`config.mk`:
```
export PLATFORM = sky130hd
export DESIGN_NAME = keypad_scan
export DESIGN_NICKNAME = d
export VERILOG_FILES = /design/src/rtl/keypad_scan.sv
export SDC_FILE = /design/constraint.sdc
export NUM_CORES = 1
export LEC_CHECK = 0
export ABC_AREA = 1
export ABC_CLOCK_PERIOD_IN_PS = 1700
export BUFFER_PORTS_ARGS = -buffer_cell sky130_fd_sc_hd__buf_2
export CORE_UTILIZATION = 55
export CTS_BUF_LIST = sky130_fd_sc_hd__clkbuf_16
export CTS_CLUSTER_DIAMETER = 120
export DETAILED_ROUTE_END_ITERATION = 7
export GPL_TIMING_DRIVEN = 0
export PLACE_DENSITY = 0.73
export SYNTH_ARGS = -nofsm -noshare
export SYNTH_HDL_FRONTEND = slang
export SYNTH_SLANG_ARGS = --single-unit
```
`constraint.sdc`:
```
create_clock -name CLK -period 1.7 [get_ports CLK]
set_input_delay 0.34 -clock CLK [delete_from_list [all_inputs] [get_ports CLK]]
set_output_delay 0.34 -clock CLK [all_outputs]
set_load 0.02 [all_outputs]
```
`src/rtl/keypad_scan.sv`:
```
// rtl/keypad_scan.sv - 4x4 matrix keypad scanner with debounced single-shot key events
// Drives one active-low column at a time and samples the synchronised rows on each scan tick.
module keypad_scan #(
   parameter int CLK_HZ         = 50000000,
   parameter int SCAN_HZ        = 400,
   parameter int DEBOUNCE_SCANS = 4
) (
   input  logic       CLK,
   input  logic       RST_n,
   input  logic [3:0] row,
   output logic [3:0] col,
   output logic       key_valid,
   output logic [3:0] key_code,
   output logic       key_down
);

   localparam int TICK_DIV = CLK_HZ / SCAN_HZ;
   localparam int TICK_W   = (TICK_DIV > 1) ? $clog2(TICK_DIV) : 1;
   localparam logic [TICK_W-1:0] TICK_LAST = TICK_W'(TICK_DIV - 1);
   localparam logic [3:0]        MATCH_N   = 4'(DEBOUNCE_SCANS);

   typedef enum logic [1:0] {
      IDLE     = 2'd0,
      DEBOUNCE = 2'd1,
      HELD     = 2'd2
   } state_t;

   logic [3:0]        row_meta_q;
   logic [3:0]        rs_q;
   logic [TICK_W-1:0] tick_cnt_q;
   logic [TICK_W-1:0] tick_cnt_d;
   logic              tick;

   state_t            state_q;
   logic [1:0]        col_idx_q;
   logic [1:0]        cand_col_q;
   logic [1:0]        cand_row_q;
   logic [3:0]        match_q;
   logic [3:0]        match_d;
   logic              key_valid_q;
   logic [3:0]        key_code_q;
   logic              key_down_q;

   logic              rs_single;
   logic [1:0]        rs_idx;
   logic [3:0]        cand_pat;

   // Rows are asynchronous to CLK; only the second flop is ever looked at.
   always_ff @(posedge CLK or negedge RST_n) begin
      if (!RST_n) begin
         row_meta_q <= 4'hF;
         rs_q       <= 4'hF;
      end else begin
         row_meta_q <= row;
         rs_q       <= row_meta_q;
      end
   end

   always_comb begin
      tick       = (tick_cnt_q == TICK_LAST);
      tick_cnt_d = tick ? '0 : tick_cnt_q + 1'b1;
   end

   always_ff @(posedge CLK or negedge RST_n) begin
      if (!RST_n) begin
         tick_cnt_q <= '0;
      end else begin
         tick_cnt_q <= tick_cnt_d;
      end
   end

   // Anything but exactly one low row (idle or ghosting) reads as "no key".
   always_comb begin
      rs_single = 1'b0;
      rs_idx    = 2'd0;
      case (rs_q)
         4'b1110: begin rs_single = 1'b1; rs_idx = 2'd0; end
         4'b1101: begin rs_single = 1'b1; rs_idx = 2'd1; end
         4'b1011: begin rs_single = 1'b1; rs_idx = 2'd2; end
         4'b0111: begin rs_single = 1'b1; rs_idx = 2'd3; end
         default: begin rs_single = 1'b0; rs_idx = 2'd0; end
      endcase
      cand_pat = ~(4'b0001 << cand_row_q);
      match_d  = match_q + 4'd1;
   end

   always_ff @(posedge CLK or negedge RST_n) begin
      if (!RST_n) begin
         state_q     <= IDLE;
         col_idx_q   <= 2'd0;
         cand_col_q  <= 2'd0;
         cand_row_q  <= 2'd0;
         match_q     <= 4'd0;
         key_valid_q <= 1'b0;
         key_code_q  <= 4'd0;
         key_down_q  <= 1'b0;
      end else begin
         key_valid_q <= 1'b0;
         if (tick) begin
            case (state_q)
               IDLE: begin
                  if (rs_single) begin
                     cand_col_q <= col_idx_q;
                     cand_row_q <= rs_idx;
                     match_q    <= 4'd0;
                     state_q    <= DEBOUNCE;
                  end else begin
                     col_idx_q <= col_idx_q + 2'd1;
                  end
               end
               DEBOUNCE: begin
                  if (rs_q == cand_pat) begin
                     if (match_d == MATCH_N) begin
                        key_code_q  <= {cand_col_q, cand_row_q};
                        key_valid_q <= 1'b1;
                        key_down_q  <= 1'b1;
                        match_q     <= 4'd0;
                        state_q     <= HELD;
                     end else begin
                        match_q <= match_d;
                     end
                  end else begin
                     state_q   <= IDLE;
                     col_idx_q <= col_idx_q + 2'd1;
                  end
               end
               HELD: begin
                  // Any low row restarts the release count, so a second key cannot sneak in.
                  if (rs_q == 4'hF) begin
                     if (match_d == MATCH_N) begin
                        key_down_q <= 1'b0;
                        match_q    <= 4'd0;
                        state_q    <= IDLE;
                        col_idx_q  <= cand_col_q + 2'd1;
                     end else begin
                        match_q <= match_d;
                     end
                  end else begin
                     match_q <= 4'd0;
                  end
               end
               default: begin
                  state_q <= IDLE;
                  match_q <= 4'd0;
               end
            endcase
         end
      end
   end

   assign col       = ~(4'b0001 << col_idx_q);
   assign key_valid = key_valid_q;
   assign key_code  = key_code_q;
   assign key_down  = key_down_q;

endmodule

```
Yosys cells after proc, flatten, opt, wreduce, memory -nomap -nowiden --
Index checks and enable logic that the tools add are counted.
Cells by class: add/sub/neg operators 4, equality and inequality tests 18, shift-type cells 2, multiplexer cells 28, bitwise gates (word level) 2, reductions and logical operators 10
Operator list (number):
- 2-bit two-way mux | 9
- 2-bit case mux with 3 select lines | 3
- 17-bit by 1-bit adder with 17-bit output (second input constant) | 1
- 17-bit == test (second input constant) | 1
- 17-bit two-way mux | 1
- 4-bit == test (second input constant) | 4
- 4-bit two-way mux | 4
- 2-bit inequality test (second input constant) | 7
- 4-bit case mux with 3 select lines | 1
- 6-bit AND reduction | 2
- 1-bit two-way mux | 9
- 4-bit by 3-bit == test with 1-bit output (second input constant) | 2
- 4-bit inverter | 2
- 1-bit by 2-bit left shift with 4-bit output (first input constant) | 2
- 3-bit AND reduction | 2
- 5-bit AND reduction | 1
- 2-bit by 1-bit adder with 2-bit output (second input constant) | 2
- 4-bit by 1-bit adder with 4-bit output (second input constant) | 1
- 4-bit == test | 1
- 4-bit AND reduction | 1
- 4-bit OR reduction | 1
- 3-bit inequality test (second input constant) | 1
- 3-bit nonzero test | 1
- 2-bit by 1-bit == test with 1-bit output (second input constant) | 1
- 4 further kinds | 4
Word-level totals: bits in registers 43, input bits 6, output and inout port bits 10

Logic depth before layout (Yosys ltp) --
Gate-level depths: netlist (run 1).
depth after elaboration 6, gate-level depth with buffers 11

Worst setup path before layout (run 1) --
Ideal clock, no wire load.
path kind register to register, start point register match_q[0], end point register state_q[1], arrival time 1.372 ns, required time 1.583 ns, path slack 0.211 ns, stages on the path, launching flop included 10, cell sequence dfrtp_1 ha_1 nand2_1 nand3_2 nor2_4 nor2_2 nor2_2 nand3b_1 nand2_1 nand2_1
On the way: cells in the longest elaborated chain, start to end 4, elaborated cells on any way between the ends 5
RTL lines:
- start: declaration | RTL line 38 | logic [3:0] match_q;
- start signal: assignment | RTL line 120 | match_q <= match_d;
- start signal: assignment | RTL line 136 | match_q <= match_d;
- 4-bit by 1-bit adder with 4-bit output (*) | RTL line 84 | match_d = match_q + 4'd1;
- 4-bit by 3-bit == test with 1-bit output (*) | RTL line 113, 130
- 3-bit inequality test (no line) / 2-bit inequality test (equally long branches)
- 5-bit AND reduction (no line) (*)
- end signal: assignment | RTL line 89 | state_q <= IDLE;
- end signal: assignment | RTL line 118 | state_q <= HELD;
- end signal: assignment | RTL line 133 | state_q <= IDLE;
- end: declaration | RTL line 34 | state_t state_q;
Every way passes the cells marked *; elsewhere a longest branch is shown, timed or not. A chain may end at the register's enable or synchronous reset.

Worst setup path after layout (run 1) --
start point register tick_cnt_q[1], end point register match_q[3]
On the way: cells in the longest elaborated chain, start to end 2
RTL lines:
- start: declaration | RTL line 30 | logic [TICK_W-1:0] tick_cnt_q;
- start signal: assignment | RTL line 68 | tick_cnt_q <= tick_cnt_d;
- 17-bit == test | RTL line 60 | tick = (tick_cnt_q == TICK_LAST);
- 3-bit AND reduction (no line)
Every way passes these cells.

==> reports/results.ini, run 1 <==
[pwr]
leakage_nw = 1.37
total_power_mw = 1.99
peakVddDrop_v = 0.000772
switchingPower_uw = 406
p_clk_frac = 0.445
p_sw_frac = 0.204
p_comb_frac = 0.027
p_int_mw = 1.59
pwr_density_cell_mw_per_mm2 = 702
power_frac_seq = 0.527

[placement]
dpl.hpwl_mm = 3.31
post-place-ws_ns = -0.0528
portBuffers = 15
gp_congestion = 0.897

[cts]
cts_tree = yes
cts_root_buffer = clkbuf_16
postCtsHoldBufs = 0
clock_sinks = 43
cts_buffers = 5
cts_max_path_buffers = 2
path_clk_slew_ns = 0.06
ctsHtreeMaxLevel = 2
clock_latency_ns = 0.28

[synthesis]
synth_area_per_cell_um2 = 7.83
synth_top_cell_by_area = dfrtp_1
synth_area_mm2 = 0.00240
ys_types = 30
yosys_most_used_dff = dfrtp_1
synth_cells = 307
synthArstFlopShare = 1.00
ys_ff_latch = 43
ys_seq_area_frac = 0.452
synth_edf_count = 0
synth_most_common_cell = nand2_1
synth_commonest_cells = nand2_1, inv_1, nor2_1
ys_top_cells_by_area = dfrtp_1, nand2_1, dfstp_2
synth_top_area_share = 0.365
syn-num-nets = 320
ys_warn_count = 0

[finish]
area_delta_synth_final_pct = 18.2
multi_input_area_mm2 = 0.00121
final_util = 0.695
register_area_mm2 = 0.00109
layout.nets = 353
n_antenna_cell = 0
nFillCells = 349
drive_gt1_frac = 0.240

[die]
rows = 23
start_util = 0.588
core_area_mm2 = 0.00409
die_x_um = 68.1
io_pins = 16
dieArea_mm2 = 0.00464
die_h_um = 68.1

[sta]
slew_headroom = 0.386
finalCritPeriodShare = 0.939
worst_pin_slew_ns = 0.922
timing.final.ws_setup_ns = 0.104
clock-skew-final_ns = 0.00636
fin_crit_ns = 1.60
finalHoldViolations = 0
fmax_mhz = 627
setup_viol_count_final = 0
slew_violations = 0

[critical_path]
startpoint_type = flip-flop
arrival_ns = 1.76
crit_buf_inv = 1
slowest_delay_ns = 0.39
cp_slowest_cell = dfrtp_1
crit_fanout = 7
path_delay_family = simple AND/OR/NAND/NOR gates
critPathRequiredTime_ns = 1.86
path_cells = ha_4 -> nand2_2 -> inv_4 -> nand3_1 -> nor2_1 -> nand2_1 -> nor2_2 -> nand2_2 -> nand2_1 -> o21ai_1
crit_type = flip-flop to flip-flop
endpoint_kind = flip-flop

[global_routing]
antenna_found_initial = 0
first_global_vias = 1856
grt_overflow = 0
grt_max_degree = 44
grt_pass1_wl_mm = 7.71
grt.total_usage = 0.224

[route]
first_pass_iters = 4
drc = 0
via_count = 2046
first_iter_violations = 120
viasPerCell = 5.23
route.detailed.wl_per_inst_um = 12.2
ant_nets = 0
wl_mm = 4.75

[job]
cap_viol_max_count = 0

[hold_path]
hp-class = input port to flip-flop

[status]
outcome = completed

==> final cells by class <==
| type | count | share of cell area |
|---|---|---|
| clock buffer | 5 | 0.0441 |
| multi-input combinational | 217 | 0.425 |
| clock inverter | 3 | 0.00441 |
| inverter | 47 | 0.0652 |
| sequential | 43 | 0.383 |
| tap | 50 | 0.0220 |
| timing repair buffer | 26 | 0.0555 |
==> sequential cells by signal (all words and copies together) (netlist names), 2 cells and up <==
signal / count
cand_col_q: 2
cand_row_q: 2
col_idx_q: 2
key_code: 4
match_q: 4
row_meta_q: 4
rs_q: 4
state_q: 2
tick_cnt_q: 17
==> final timing paths <==
check,startpoint,end,slack (ns),depth (start not counted)
max in group asynchronous,RST_n,match_q[0],0.87,1
setup / recovery,tick_cnt_q[1],match_q[3],0.10,10
setup reg to reg,tick_cnt_q[1],match_q[3],0.10,10
min in group asynchronous,RST_n,tick_cnt_q[4],0.20,1
hold reg to reg,row_meta_q[1],rs_q[1],0.36,0
hold / removal,row[2],row_meta_q[2],0.16,1
==> routing by layer <==
metal | GRT usage | wire length (µm) | part of all wire
met5 | 0 | 0 | 0
met4 | 0.0938 | 40 | 0.0084
met3 | 0.0450 | 219 | 0.046
met2 | 0.355 | 2210 | 0.46
met1 | 0.295 | 2280 | 0.48
==> cells in the final DEF (no fill, tap or decap), types with 3 or more instances in the layout <==
master,instances
dfrtp_1,33
nand2_1,76
nor2_4,5
nand3_1,19
nand3_2,3
inv_1,43
nand3_4,3
clkbuf_16,5
nand2_2,9
nand4_1,6
buf_2,15
nor2_1,37
xor2_1,6
nor2_2,6
o21ai_0,8
a21oi_1,7
o21ai_1,7
nand3b_1,3
dfstp_2,8
buf_4,11
nor3_2,3
ha_1,4
==> power by group through the flow <==
stage / Combinational (mW) / Clock [mW] / Sequential (mW)
2_1_floorplan: 0.0261 / 0 / 1.07
3_3_place_gp: 0.0546 / 0 / 1.07
3_5_place_dp: 0.0557 / 0 / 1.07
4_1_cts: 0.0561 / 0.903 / 1.05
5_1_grt: 0.0642 / 0.947 / 1.05
6_report: 0.0546 / 0.887 / 1.05
==> cell families after synthesis <==
family          after synthesis  share of synthesized area
xor+xnor                      7                     0.0255
simple gates                175                      0.345
buf+inv                      47                     0.0745
flops                        43                      0.452
fa+ha+maj                     7                     0.0365
compound gates               28                     0.0667
==> per-stage QoR <==
stage | std cells | cell area, µm² | hold WS, ns | TNS (ns)
after floorplan | 307 | 2400 | 0.0444 | 0
after global placement | 372 | 2540 | 0.346 | 0
after detailed placement | 372 | 2540 | 0.349 | -0.0528
after CTS | 380 | 2700 | 0.154 | 0
after global routing | 391 | 2840 | 0.153 | -0.00661
final | 391 | 2840 | 0.157 | 0
==> timing repair <==
item,4_1_cts,5_1_grt
setup endpoints to repair,3,18
gates resized for setup,5,16
buffers inserted,0,11
pin swaps,0,8
hold endpoints to repair,0,0
Note: power is estimated with default switching activity, not from simulation.
==> run 2: changes to the inputs <==
--- a/config.mk
+++ b/config.mk
@@ -5,15 +5,15 @@
 export SDC_FILE = /design/constraint.sdc
 export NUM_CORES = 1
 export LEC_CHECK = 0
-export ABC_AREA = 1
 export ABC_CLOCK_PERIOD_IN_PS = 1700
 export BUFFER_PORTS_ARGS = -buffer_cell sky130_fd_sc_hd__buf_2
+export CAP_MARGIN = 20
 export CORE_UTILIZATION = 55
 export CTS_BUF_LIST = sky130_fd_sc_hd__clkbuf_16
 export CTS_CLUSTER_DIAMETER = 120
 export DETAILED_ROUTE_END_ITERATION = 7
 export GPL_TIMING_DRIVEN = 0
-export PLACE_DENSITY = 0.73
+export PLACE_DENSITY = 0.74
 export SYNTH_ARGS = -nofsm -noshare
 export SYNTH_HDL_FRONTEND = slang
 export SYNTH_SLANG_ARGS = --single-unit
==> reports/results.ini, run 2 <==
[global_routing]
antenna_found_initial = 0  ; unchanged
grt_pass1_wl_mm = 7.74  ; +0.35%
grt.total_usage = 0.247  ; +0.0235
grt_overflow = 0  ; unchanged
grt_max_degree = 44  ; unchanged
first_global_vias = 1647  ; -11%

[sta]
fmax_mhz = 456  ; -27%
finalHoldViolations = 0  ; unchanged
fin_crit_ns = 2.20  ; +0.599 ns
setup_viol_count_final = 18  ; +18
rsz0062_at_grt = true
worst_pin_slew_ns = 0.907  ; -0.0146 ns
finalCritPeriodShare = 1.29  ; +0.353
timing.final.ws_setup_ns = -0.495  ; -0.599 ns
clock-skew-final_ns = 0.00216  ; -0.00420 ns
slew_headroom = 0.395  ; +0.00975
slew_violations = 0  ; unchanged

[cts]
cts_root_buffer = clkbuf_16
clock_latency_ns = 0.28  ; about the same
cts_buffers = 5  ; unchanged
cts_max_path_buffers = 2  ; unchanged
clock_sinks = 43  ; unchanged
path_clk_slew_ns = 0.06  ; about the same
ctsHtreeMaxLevel = 2  ; unchanged
cts_tree = yes
postCtsHoldBufs = 0  ; unchanged

[synthesis]
synth_area_mm2 = 0.00216  ; -10%
ys_warn_count = 0  ; unchanged
synth_commonest_cells = dfrtp_1, nand2_1, nor2_1
synth_area_per_cell_um2 = 10.5  ; +34%
ys_ff_latch = 43  ; unchanged
ys_top_cells_by_area = dfrtp_1, dfstp_2, xor2_1
syn-num-nets = 218  ; -32%
synth_top_area_share = 0.406  ; +0.0417
synth_cells = 205  ; -33%
synthArstFlopShare = 1.00  ; unchanged
synth_edf_count = 0  ; unchanged
synth_top_cell_by_area = dfrtp_1
yosys_most_used_dff = dfrtp_1
ys_seq_area_frac = 0.504  ; +0.0517
ys_types = 46  ; +53%
synth_most_common_cell = dfrtp_1

[route]
first_pass_iters = 6  ; +2
via_count = 1670  ; -18%
ant_nets = 0  ; unchanged
wl_mm = 4.61  ; -3.0%
first_iter_violations = 145  ; +21%
route.detailed.wl_per_inst_um = 16.2  ; +34%
drc = 0  ; unchanged
viasPerCell = 5.88  ; +12%

[critical_path]
critPathRequiredTime_ns = 1.86  ; about the same
crit_fanout = 7  ; unchanged
slowest_delay_ns = 0.61  ; +0.22 ns
crit_type = flip-flop to flip-flop
path_cells = or3b_4 -> a21oi_4 -> o21ai_2 -> a21boi_2 -> nand3_2 -> mux2_2
arrival_ns = 2.36  ; +0.60 ns
startpoint_type = flip-flop
ff2ff_path_depth = 6  ; -4
endpoint_kind = flip-flop
cp_slowest_cell = dfstp_2

[die]
core_area_mm2 = 0.00372  ; -9.1%
die_x_um = 64.6  ; -5.1%
start_util = 0.580  ; -0.00774
io_pins = 16  ; unchanged
die_h_um = 64.6  ; -5.1%
rows = 22  ; -4.3%
dieArea_mm2 = 0.00417  ; -10%

[finish]
top_register = tick_cnt_q
drive_gt1_frac = 0.331  ; +0.0900
design_area_mm2 = 0.00269  ; -5.1%
largest_reg_flops = 17  ; unchanged
layout.nets = 248  ; -30%
final_common_cell = dfrtp_1
finalNonFillerCells = 284  ; -27%
area_delta_synth_final_pct = 25.0
final_cell_mix = dfrtp_1, nand2_1, nor2_1
n_antenna_cell = 0  ; unchanged

[hold_path]
hold_depth = 1  ; unchanged
hp-class = input port to flip-flop

[placement]
post-place-ws_ns = -0.631  ; -0.578 ns
placed_cells = 268  ; -28%
dpl.hpwl_mm = 2.96  ; -11%
portBuffers = 15  ; unchanged
place_area_mm2 = 0.00231  ; -9.1%
gp_congestion = 0.783  ; -13%

[status]
outcome = finished, violations left
violations = negative setup slack

[pwr]
total_power_mw = 2.33  ; +17%
peakVddDrop_v = 0.000722  ; -6.4%
leakage_nw = 1.21  ; -12%
pwr_density_cell_mw_per_mm2 = 867  ; +24%

[job]
cap_viol_max_count = 0  ; unchanged

[run 2: changes by cell type in the layout (fill, tap and decap cells not counted), moves of 4 or more]
cell      delta
nand2_1     -56
inv_1       -37
nor2_1      -21
nand2_2      -9
nand3_1      -9
o21ai_0      -7
xor2_1       +7
mux2_2       +6
xnor2_1      +6
nor2_2       -5
a21oi_1      -4
nand2b_1     +4
[run 2: logic make-up (layout without fill, tap and decap cells)]
logic type      Yosys count  after routing  synth area share
mux                       9              9            0.0464
compound gates           29             29            0.0911
buf+inv                  11             42            0.0255
flops                    43             43             0.504
simple gates             86             86             0.211
fa+ha+maj                 7              7            0.0406
xor+xnor                 20             20            0.0813
[run 2: what timing repair did]
action,CTS,global route
endpoints found under the setup margin,26,27
endpoints found under the hold margin,0,0
gates resized for setup,19,16
pin swaps,10,8
buffers inserted,11,2
gates cloned,0,0
[run 2: per-stage QoR]
stage,utilization,hold WS (ns),TNS [ns]
after floorplan,-,0.0444,-3.05
after global placement,0.622,0.346,-5.08
after detailed placement,0.622,0.349,-6.69
after CTS,0.712,0.150,-5.25
after global routing,0.725,0.147,-6.93
final,0.725,0.155,-6.10
[run 2: layout make-up]
cell class,instances,area [µm²]
fill,268,1020
multi-input combinational,151,1140
inverter,6,22.5
clock inverter,3,67.6
tap,48,60.1
sequential,43,1090
clock buffer,5,125
buffer,1,7.51
timing repair buffer,27,181
[run 2: path summary, 6_finish.rpt]
path	from	endpoint	slack (ns)
max	rs_q[3]	key_code[0]	-0.50
min	row[2]	row_meta_q[2]	0.15
max reg2reg	rs_q[3]	key_code[0]	-0.50
min reg2reg	row_meta_q[1]	rs_q[1]	0.36
max in group asynchronous	RST_n	match_q[1]	0.90
min in group asynchronous	RST_n	match_q[2]	0.19
[run 2: metal layers]
layer | up-vias | part of all wire | GRT usage
li1 | 779 | - | -
met3 | 8 | 0.046 | 0.0475
met5 | - | 0 | 0
met1 | 839 | 0.43 | 0.311
met4 | 0 | 0.014 | 0.0778
met2 | 44 | 0.51 | 0.429
[run 2: worst max-delay path, delay by kind of cell (launching register included)]
| kind | cells | cell delay (ns) |
|---|---|---|
| AND/OR/NAND/NOR | 2 | 0.62 |
| flip-flops | 1 | 0.61 |
| AO/OA/AOI/OAI | 3 | 0.51 |
| multiplexers | 1 | 0.34 |
[run 2: where the power goes]
group | internal, mW | leakage [nW] | switching, mW
sequential | 1.04 | 0.556 | 0.0133
clock | 0.840 | 0.0900 | 0.375
combinational | 0.0257 | 0.563 | 0.0390
